--- config.mk ---
export PLATFORM = sky130hd
export DESIGN_NAME = dcache_ls_ctrl
export DESIGN_NICKNAME = d
export VERILOG_FILES = /design/src/rtl/ls_defines.sv /design/src/rtl/ls_extract.sv /design/src/rtl/dcache_ls_ctrl.sv
export SDC_FILE = /design/constraint.sdc
export NUM_CORES = 1
export LEC_CHECK = 0
export CAP_MARGIN = 30
export CORE_ASPECT_RATIO = 0.9
export CORE_UTILIZATION = 46
export DETAILED_ROUTE_END_ITERATION = 16
export MAX_ROUTING_LAYER = met4
export PLACE_DENSITY = 0.88
export SLEW_MARGIN = 20
export SYNTH_ARGS = -nofsm -noshare
export SYNTH_HDL_FRONTEND = slang
export SYNTH_SLANG_ARGS = --single-unit
--- constraint.sdc ---
create_clock -name clk -period 3.5 [get_ports clk]
set_input_delay 0.7 -clock clk [delete_from_list [all_inputs] [get_ports clk]]
set_output_delay 0.7 -clock clk [all_outputs]
set_load 0.03 [all_outputs]
--- src/rtl/ls_defines.sv ---
// rtl/ls_defines.sv - shared types and helpers for the load/store controller
// Package ls_defines: op and state encodings, bus widths, default I/O window,
// plus size/alignment/store-merge helpers used by dcache_ls_ctrl.

package ls_defines;

    localparam int RegBus    = 32;
    localparam int ByteWidth = 8;

    // addr[17:16] value that selects the uncached I/O window
    localparam logic [1:0] IO_BASE_HI = 2'b11;

    typedef enum logic [2:0] {
        OP_LB  = 3'd0,
        OP_LH  = 3'd1,
        OP_LW  = 3'd2,
        OP_LBU = 3'd3,
        OP_LHU = 3'd4,
        OP_SB  = 3'd5,
        OP_SH  = 3'd6,
        OP_SW  = 3'd7
    } ls_op_e;

    typedef enum logic [2:0] {
        ST_IDLE   = 3'd0,
        ST_LOOKUP = 3'd1,
        ST_READ   = 3'd2,
        ST_RWAIT  = 3'd3,
        ST_WRITE  = 3'd4,
        ST_DONE   = 3'd5
    } ls_state_e;

    function automatic logic is_store(input logic [2:0] op);
        return (op == OP_SB) || (op == OP_SH) || (op == OP_SW);
    endfunction

    // access size minus one: 0 byte, 1 half, 3 word
    function automatic logic [1:0] size_m1(input logic [2:0] op);
        logic [1:0] s;
        case (op)
            OP_LB, OP_LBU, OP_SB: s = 2'd0;
            OP_LH, OP_LHU, OP_SH: s = 2'd1;
            default:              s = 2'd3;
        endcase
        return s;
    endfunction

    // force natural alignment for the access size
    function automatic logic [RegBus-1:0] align_addr(input logic [RegBus-1:0] a,
                                                     input logic [2:0]        op);
        logic [RegBus-1:0] r;
        case (size_m1(op))
            2'd3:    r = {a[RegBus-1:2], 2'b00};
            2'd1:    r = {a[RegBus-1:1], 1'b0};
            default: r = a;
        endcase
        return r;
    endfunction

    // overlay the low-aligned store bytes onto a cached word at byte offset off
    function automatic logic [RegBus-1:0] merge_store(input logic [RegBus-1:0] word,
                                                      input logic [RegBus-1:0] wdata,
                                                      input logic [1:0]        off,
                                                      input logic [1:0]        last);
        logic [RegBus-1:0] mask;
        case (last)
            2'd0:    mask = 32'h0000_00FF;
            2'd1:    mask = 32'h0000_FFFF;
            default: mask = 32'hFFFF_FFFF;
        endcase
        mask = mask << {off, 3'b000};
        return (word & ~mask) | ((wdata << {off, 3'b000}) & mask);
    endfunction

endpackage

--- src/rtl/ls_extract.sv ---
// rtl/ls_extract.sv - byte/half select with sign or zero extension
// Ports: word (raw 32-bit word), offset (byte offset of the field),
// op (load op), result (extended 32-bit load value).

module ls_extract
    import ls_defines::*;
(
    input  logic [RegBus-1:0] word,
    input  logic [1:0]        offset,
    input  logic [2:0]        op,
    output logic [RegBus-1:0] result
);

    logic [RegBus-1:0] sel;

    always_comb begin
        sel = word >> {offset, 3'b000};
        case (op)
            OP_LB:   result = {{24{sel[7]}}, sel[7:0]};
            OP_LH:   result = {{16{sel[15]}}, sel[15:0]};
            OP_LBU:  result = {24'd0, sel[7:0]};
            OP_LHU:  result = {16'd0, sel[15:0]};
            default: result = word;
        endcase
    end

endmodule

--- src/rtl/dcache_ls_ctrl.sv ---
// rtl/dcache_ls_ctrl.sv - MEM-stage load/store controller over a byte-wide RAM with data cache
// Config macro: DCACHE_LOOKUP_EN (undefined: every access takes the uncached path,
// dc_query_en and dc_fill_en tied low).
// Ports: req_* MEM request/handshake, rsp_* completion pulse and load data,
// dc_* cache lookup (query/hit/word) and fill, mem_* byte-wide RAM bus.

module dcache_ls_ctrl
    import ls_defines::*;
#(
    parameter int         RAM_LAT    = 1,
    parameter logic [1:0] IO_BASE_HI = ls_defines::IO_BASE_HI
) (
    input  logic                 clk,
    input  logic                 rst,
    input  logic                 req_valid,
    output logic                 req_ready,
    input  logic [2:0]           req_op,
    input  logic [RegBus-1:0]    req_addr,
    input  logic [RegBus-1:0]    req_wdata,
    output logic                 rsp_valid,
    output logic [RegBus-1:0]    rsp_data,
    output logic                 dc_query_en,
    output logic [RegBus-1:0]    dc_query_addr,
    input  logic                 dc_hit,
    input  logic [RegBus-1:0]    dc_word,
    output logic                 dc_fill_en,
    output logic [RegBus-1:0]    dc_fill_addr,
    output logic [RegBus-1:0]    dc_fill_data,
    output logic [RegBus-1:0]    mem_a,
    output logic [ByteWidth-1:0] mem_dout,
    output logic                 mem_wr,
    input  logic [ByteWidth-1:0] mem_din
);

`ifdef DCACHE_LOOKUP_EN
    localparam bit LookupEn = 1'b1;
`else
    localparam bit LookupEn = 1'b0;
`endif

    // read data trails its address by this many READ cycles
    localparam logic [1:0] LatCnt = 2'(RAM_LAT);

    ls_state_e         state_q, state_d;
    logic [2:0]        op_q;
    logic [RegBus-1:0] addr_q;
    logic [RegBus-1:0] wdata_q;
    logic [RegBus-1:0] asm_q;
    logic [RegBus-1:0] word_q;
    logic [1:0]        cnt_q;
    logic              cached_q;
    logic              hit_q;

    logic              accept;
    logic              cacheable_in;
    logic              load_q;
    logic [1:0]        rd_last;
    logic [1:0]        wr_last;
    logic [1:0]        cap_idx;
    logic [RegBus-1:0] rd_base;
    logic [RegBus-1:0] line_addr;
    logic              fill_cond;
    logic [RegBus-1:0] ext_word;
    logic [1:0]        ext_off;
    logic [RegBus-1:0] ext_result;

    assign accept       = req_valid && (state_q == ST_IDLE);
    assign cacheable_in = LookupEn && (req_addr[17:16] != IO_BASE_HI);
    assign load_q       = !is_store(op_q);
    // a cacheable read is always a whole-line refill
    assign rd_last      = cached_q ? 2'd3 : size_m1(op_q);
    assign wr_last      = size_m1(op_q);
    assign cap_idx      = cnt_q - LatCnt;
    assign line_addr    = {addr_q[RegBus-1:2], 2'b00};
    assign rd_base      = cached_q ? line_addr : addr_q;
    // refill on a load miss, update only on a store hit (no write-allocate)
    assign fill_cond    = cached_q && (load_q ? !hit_q : hit_q);

    // hit data comes from the latched cache word, everything else from the assembly
    // register; uncached reads assemble from byte 0 so the field sits at offset 0
    assign ext_word = hit_q ? word_q : asm_q;
    assign ext_off  = cached_q ? addr_q[1:0] : 2'b00;

    ls_extract u_extract (
        .word   (ext_word),
        .offset (ext_off),
        .op     (op_q),
        .result (ext_result)
    );

    // state register
    always_ff @(posedge clk or negedge rst) begin
        if (!rst) begin
            state_q <= ST_IDLE;
        end else begin
            state_q <= state_d;
        end
    end

    // next state
    always_comb begin
        state_d = state_q;
        unique case (state_q)
            ST_IDLE: begin
                if (req_valid) begin
                    if (cacheable_in)           state_d = ST_LOOKUP;
                    else if (is_store(req_op))  state_d = ST_WRITE;
                    else                        state_d = ST_READ;
                end
            end
            ST_LOOKUP: begin
                if (!load_q)     state_d = ST_WRITE;
                else if (dc_hit) state_d = ST_DONE;
                else             state_d = ST_READ;
            end
            ST_READ:  if (cnt_q == rd_last) state_d = ST_RWAIT;
            ST_RWAIT: state_d = ST_DONE;
            ST_WRITE: if (cnt_q == wr_last) state_d = ST_DONE;
            ST_DONE:  state_d = ST_IDLE;
            default:  state_d = ST_IDLE;
        endcase
    end

    // request capture, byte counter and read assembly
    always_ff @(posedge clk or negedge rst) begin
        if (!rst) begin
            op_q     <= 3'd0;
            addr_q   <= '0;
            wdata_q  <= '0;
            asm_q    <= '0;
            word_q   <= '0;
            cnt_q    <= 2'd0;
            cached_q <= 1'b0;
            hit_q    <= 1'b0;
        end else begin
            if (accept) begin
                op_q     <= req_op;
                addr_q   <= align_addr(req_addr, req_op);
                wdata_q  <= req_wdata;
                cached_q <= cacheable_in;
                hit_q    <= 1'b0;
                cnt_q    <= 2'd0;
                asm_q    <= '0;
            end
            if (state_q == ST_LOOKUP) begin
                hit_q  <= dc_hit;
                word_q <= dc_word;
            end
            if (state_q == ST_READ) begin
                if (cnt_q >= LatCnt) asm_q[{cap_idx, 3'b000} +: 8] <= mem_din;
                if (cnt_q != rd_last) cnt_q <= cnt_q + 2'd1;
            end
            // counter holds the last index here, which is the byte still in flight
            if (state_q == ST_RWAIT) begin
                asm_q[{cnt_q, 3'b000} +: 8] <= mem_din;
            end
            if (state_q == ST_WRITE) begin
                cnt_q <= cnt_q + 2'd1;
            end
        end
    end

    // outputs: all decoded from registered state so reset forces them at once
    always_comb begin
        req_ready     = (state_q == ST_IDLE);
        rsp_valid     = 1'b0;
        rsp_data      = '0;
        dc_query_en   = 1'b0;
        dc_query_addr = '0;
        dc_fill_en    = 1'b0;
        dc_fill_addr  = '0;
        dc_fill_data  = '0;
        mem_a         = '0;
        mem_dout      = '0;
        mem_wr        = 1'b0;
        case (state_q)
            ST_LOOKUP: begin
                dc_query_en   = LookupEn;
                dc_query_addr = line_addr;
            end
            ST_READ: begin
                mem_a = rd_base + {30'd0, cnt_q};
            end
            ST_WRITE: begin
                mem_wr   = 1'b1;
                mem_a    = addr_q + {30'd0, cnt_q};
                mem_dout = wdata_q[{cnt_q, 3'b000} +: 8];
            end
            ST_DONE: begin
                rsp_valid = 1'b1;
                if (load_q) rsp_data = ext_result;
                if (LookupEn && fill_cond) begin
                    dc_fill_en   = 1'b1;
                    dc_fill_addr = line_addr;
                    dc_fill_data = load_q ? asm_q
                                          : merge_store(word_q, wdata_q, addr_q[1:0], wr_last);
                end
            end
            default: ;
        endcase
    end

endmodule

==> flow_metrics.env <==
export IMPL_pre_cts_ws_ns=0.5397
export IMPL_required_ns=2.80
export IMPL_final_area_um2=10650
export IMPL_final_hold_viol_count=0
export IMPL_antenna_found_initial=0
export IMPL_power_mw=8.995
export IMPL_start_util_pct=47.00
export IMPL_dp_cells=1251
export IMPL_ys_seq_area_share_pct=43.18
export IMPL_fin_crit_ns=3.377
export IMPL_num_io_pins=284
export IMPL_peakVddDrop_v=0.0006884
export IMPL_cts_root_buf="clkbuf_16"
export IMPL_fin_cells=1284
export IMPL_grt_max_degree=87
export IMPL_cts_made_buffers=17
export IMPL_cts_resized=0
export IMPL_syn_inst=862
export IMPL_first_pass_iters=5
export IMPL_ant_nets=0
export IMPL_synth_edf_count=0
export IMPL_cts_tree="yes"
export IMPL_yosys_area_top_type="dfrtp_1"
export IMPL_cap_violations=0
export IMPL_cts_setup_buffers=0
export IMPL_clock_latency_ns=0.42
export IMPL_hp_class="primary input to asynchronous set/reset pin"
export IMPL_core_area_um2=16890
export IMPL_synthTopCellsByArea="dfrtp_1 43%, nand2_1 10%, buf_4 6.4%, mux2_2 5.8%, a22o_1 3.5%"
export IMPL_antennaDiodeCount=0
export IMPL_relSlewSlack_pct=31.15
export IMPL_vias_per_cell=5.401
export IMPL_synth_cell_types=54
export IMPL_rows=45
export IMPL_setup_slack_ns=0.1234
export IMPL_seqPwrFrac_pct=32.1
export IMPL_nNetsFinal=1180
export IMPL_p_sw_mw=3.820
export IMPL_clkTransAtPathRegs_ns=0.06
export IMPL_cp_start_kind="flop"
export IMPL_die_y_um=126.6
export IMPL_async_reset_ff_share_pct=100.0
export IMPL_cp_startpoint="addr_q[1]"
export IMPL_wl_um=21700
export IMPL_grt_pass1_vias=6592
export IMPL_p_int_mw=5.174
export IMPL_die_w_um=140.5
export IMPL_num_vias=6935
export IMPL_gp_congestion=0.8407
export IMPL_fmax_ghz=0.2962
export IMPL_worstPathArrival_ns=2.68
export IMPL_synth_seq_cells=137
export IMPL_worst_slew_pin_slew_ns=1.033
export IMPL_setup_tns_ns=0
export IMPL_fill_cells=1370
export IMPL_drive_gt1_share_pct=13.14
export IMPL_wl_per_cell_um=16.90
export IMPL_timing_worst_setup_path_type="flop to primary output"
export IMPL_switching_share_pct=42.47
export IMPL_slew_violations=0
export IMPL_fin_util_pct=63.07
export IMPL_finalSetupViolCount=0
export IMPL_skew_ns=0.007711
export IMPL_status="complete, no violations"
export IMPL_ys_flop_type="dfrtp_1"
export IMPL_clock_sinks=137
export IMPL_drc=0
export IMPL_portBuffers=215
export IMPL_cp_end_kind="primary output"
export IMPL_cts_max_level=4
export IMPL_clockBufferDepth=2
export IMPL_pwr_share_clk_pct=21.8
export IMPL_rsz0062_at_grt="yes"
export IMPL_dp_hpwl_um=15140
export IMPL_placed_area_um2=9997
export IMPL_synth_area_per_cell_um2=9.210
export IMPL_hold_slack_ns=0.2112
export IMPL_grt_use_total_pct=26.00
export IMPL_cellPowerDensity_nw_per_um2=844.4
export IMPL_power_frac_comb_pct=46.2
export IMPL_syn_area_um2=7939
export IMPL_yosysTopAreaCellShare_pct=43.18
export IMPL_worstPathMaxFanout=14
export IMPL_leakage_nw=4.784
export IMPL_cts_hold_buf=0
export IMPL_dieArea_um2=17790
export IMPL_ys_warn_count=0
export IMPL_r2r_start="cnt_q[0]"
export IMPL_grt_overflow=0
export IMPL_grt_pass1_wl_um=34940
export IMPL_syn_to_final_growth_pct=34.18
export IMPL_fin_crit_sh_pct=96.48
export IMPL_drt_iter0_markers=343
final timing paths:
check	slack [ns]	to	cells after the start
max	0.12	mem_a[31]	6
min in group clk	0.47	wdata_q[18]	2
max in group asynchronous	2.46	wdata_q[0]	2
min	0.21	word_q[19]	1
max reg2reg	0.72	asm_q[23]	7
min reg2reg	0.47	wdata_q[18]	2
sequential cells by signal, summed over array words and instances (netlist names):
signal,count
cnt_q,2
word_q,32
op_q,3
addr_q,32
hit_q,1
asm_q,32
state_q,3
wdata_q,32
cell usage in the layout (no fill, tap or decap), drive strengths merged, types with 5 or more instances in the layout:
cell type and count:
nand2 218, clkdlybuf4s50 183, dfrtp 137, conb 68, a21oi 49, buf 45
mux2 41, and2 34, a22o 32, mux2i 27, nor2 22, nand3 19
o21ai 19, clkbuf 18, inv 17, or4 14, nand4 13, and3 13
o31ai 12, or3 10, mux4 8, ha 8, xnor2 7, xor2 7
and4 5, nor3 5
Yosys cell counts (4+ instances only):
library cell	number
or3_1	10
buf_1	8
nand2b_1	4
mux4_2	8
and4_1	5
xor2_1	7
inv_1	11
mux2_2	41
a22o_1	32
and2_1	34
buf_2	11
ha_1	8
o31ai_1	12
buf_4	68
nor3_1	5
nor2_1	22
nand3_1	19
nand4_1	12
a21oi_1	49
and3_1	13
or4_1	13
xnor2_1	7
o21ai_0	17
nand2_1	218
clkbuf_1	30
mux2i_1	27
dfrtp_1	137
routing by layer:
layer  wire length, um  track usage [%]  up-vias
li1                  -                -     3253
met1              9555            34.33     3389
met2             10190            39.79      269
met3              1600            6.644       24
met4               348            7.225        0
met5                 0                -        -
power groups by stage:
stage	clock (mW)	sequential, mW	combinational [mW]
5_1_grt	2.07	2.98	4.52
3_3_place_gp	0	2.84	4.04
6_report	1.96	2.88	4.15
3_5_place_dp	0	2.89	4.12
4_1_cts	1.98	2.87	4.16
2_1_floorplan	0	2.62	3.03
critical path, cell delays in order (launching register included):
cell     delay, ns
dfrtp_1       0.42
ha_1          0.31
a21oi_1       0.10
or4_4         0.59
or4_1         0.50
a21oi_1       0.16
buf_4         0.17
final cells by class:
class | count | area, um^2 | share of cell area (%)
Tap cell | 211 | 264.0 | 2.478
Multi-Input combinational cell | 664 | 4039 | 37.91
Clock buffer | 17 | 425.4 | 3.993
Sequential cell | 137 | 3428 | 32.18
Inverter | 11 | 41.29 | 0.3876
Clock inverter | 15 | 214.0 | 2.008
Timing Repair Buffer | 229 | 2241 | 21.04
cell families (layout without fill, tap and decap cells):
family / count (synthesis) / in the layout / share of synthesized area [%]
AO/OA/AOI/OAI: 128 / 128 / 10.69
XOR/XNOR: 14 / 14 / 1.545
adder cells (fa/ha/maj): 9 / 9 / 1.513
buffers and inverters: 128 / 272 / 9.441
flip-flops: 137 / 137 / 43.18
multiplexers: 76 / 76 / 11.49
other: 1 / 68 / 0.04724
AND/OR/NAND/NOR: 369 / 369 / 22.10
No activity file was read; power rests on OpenSTA's default activity.
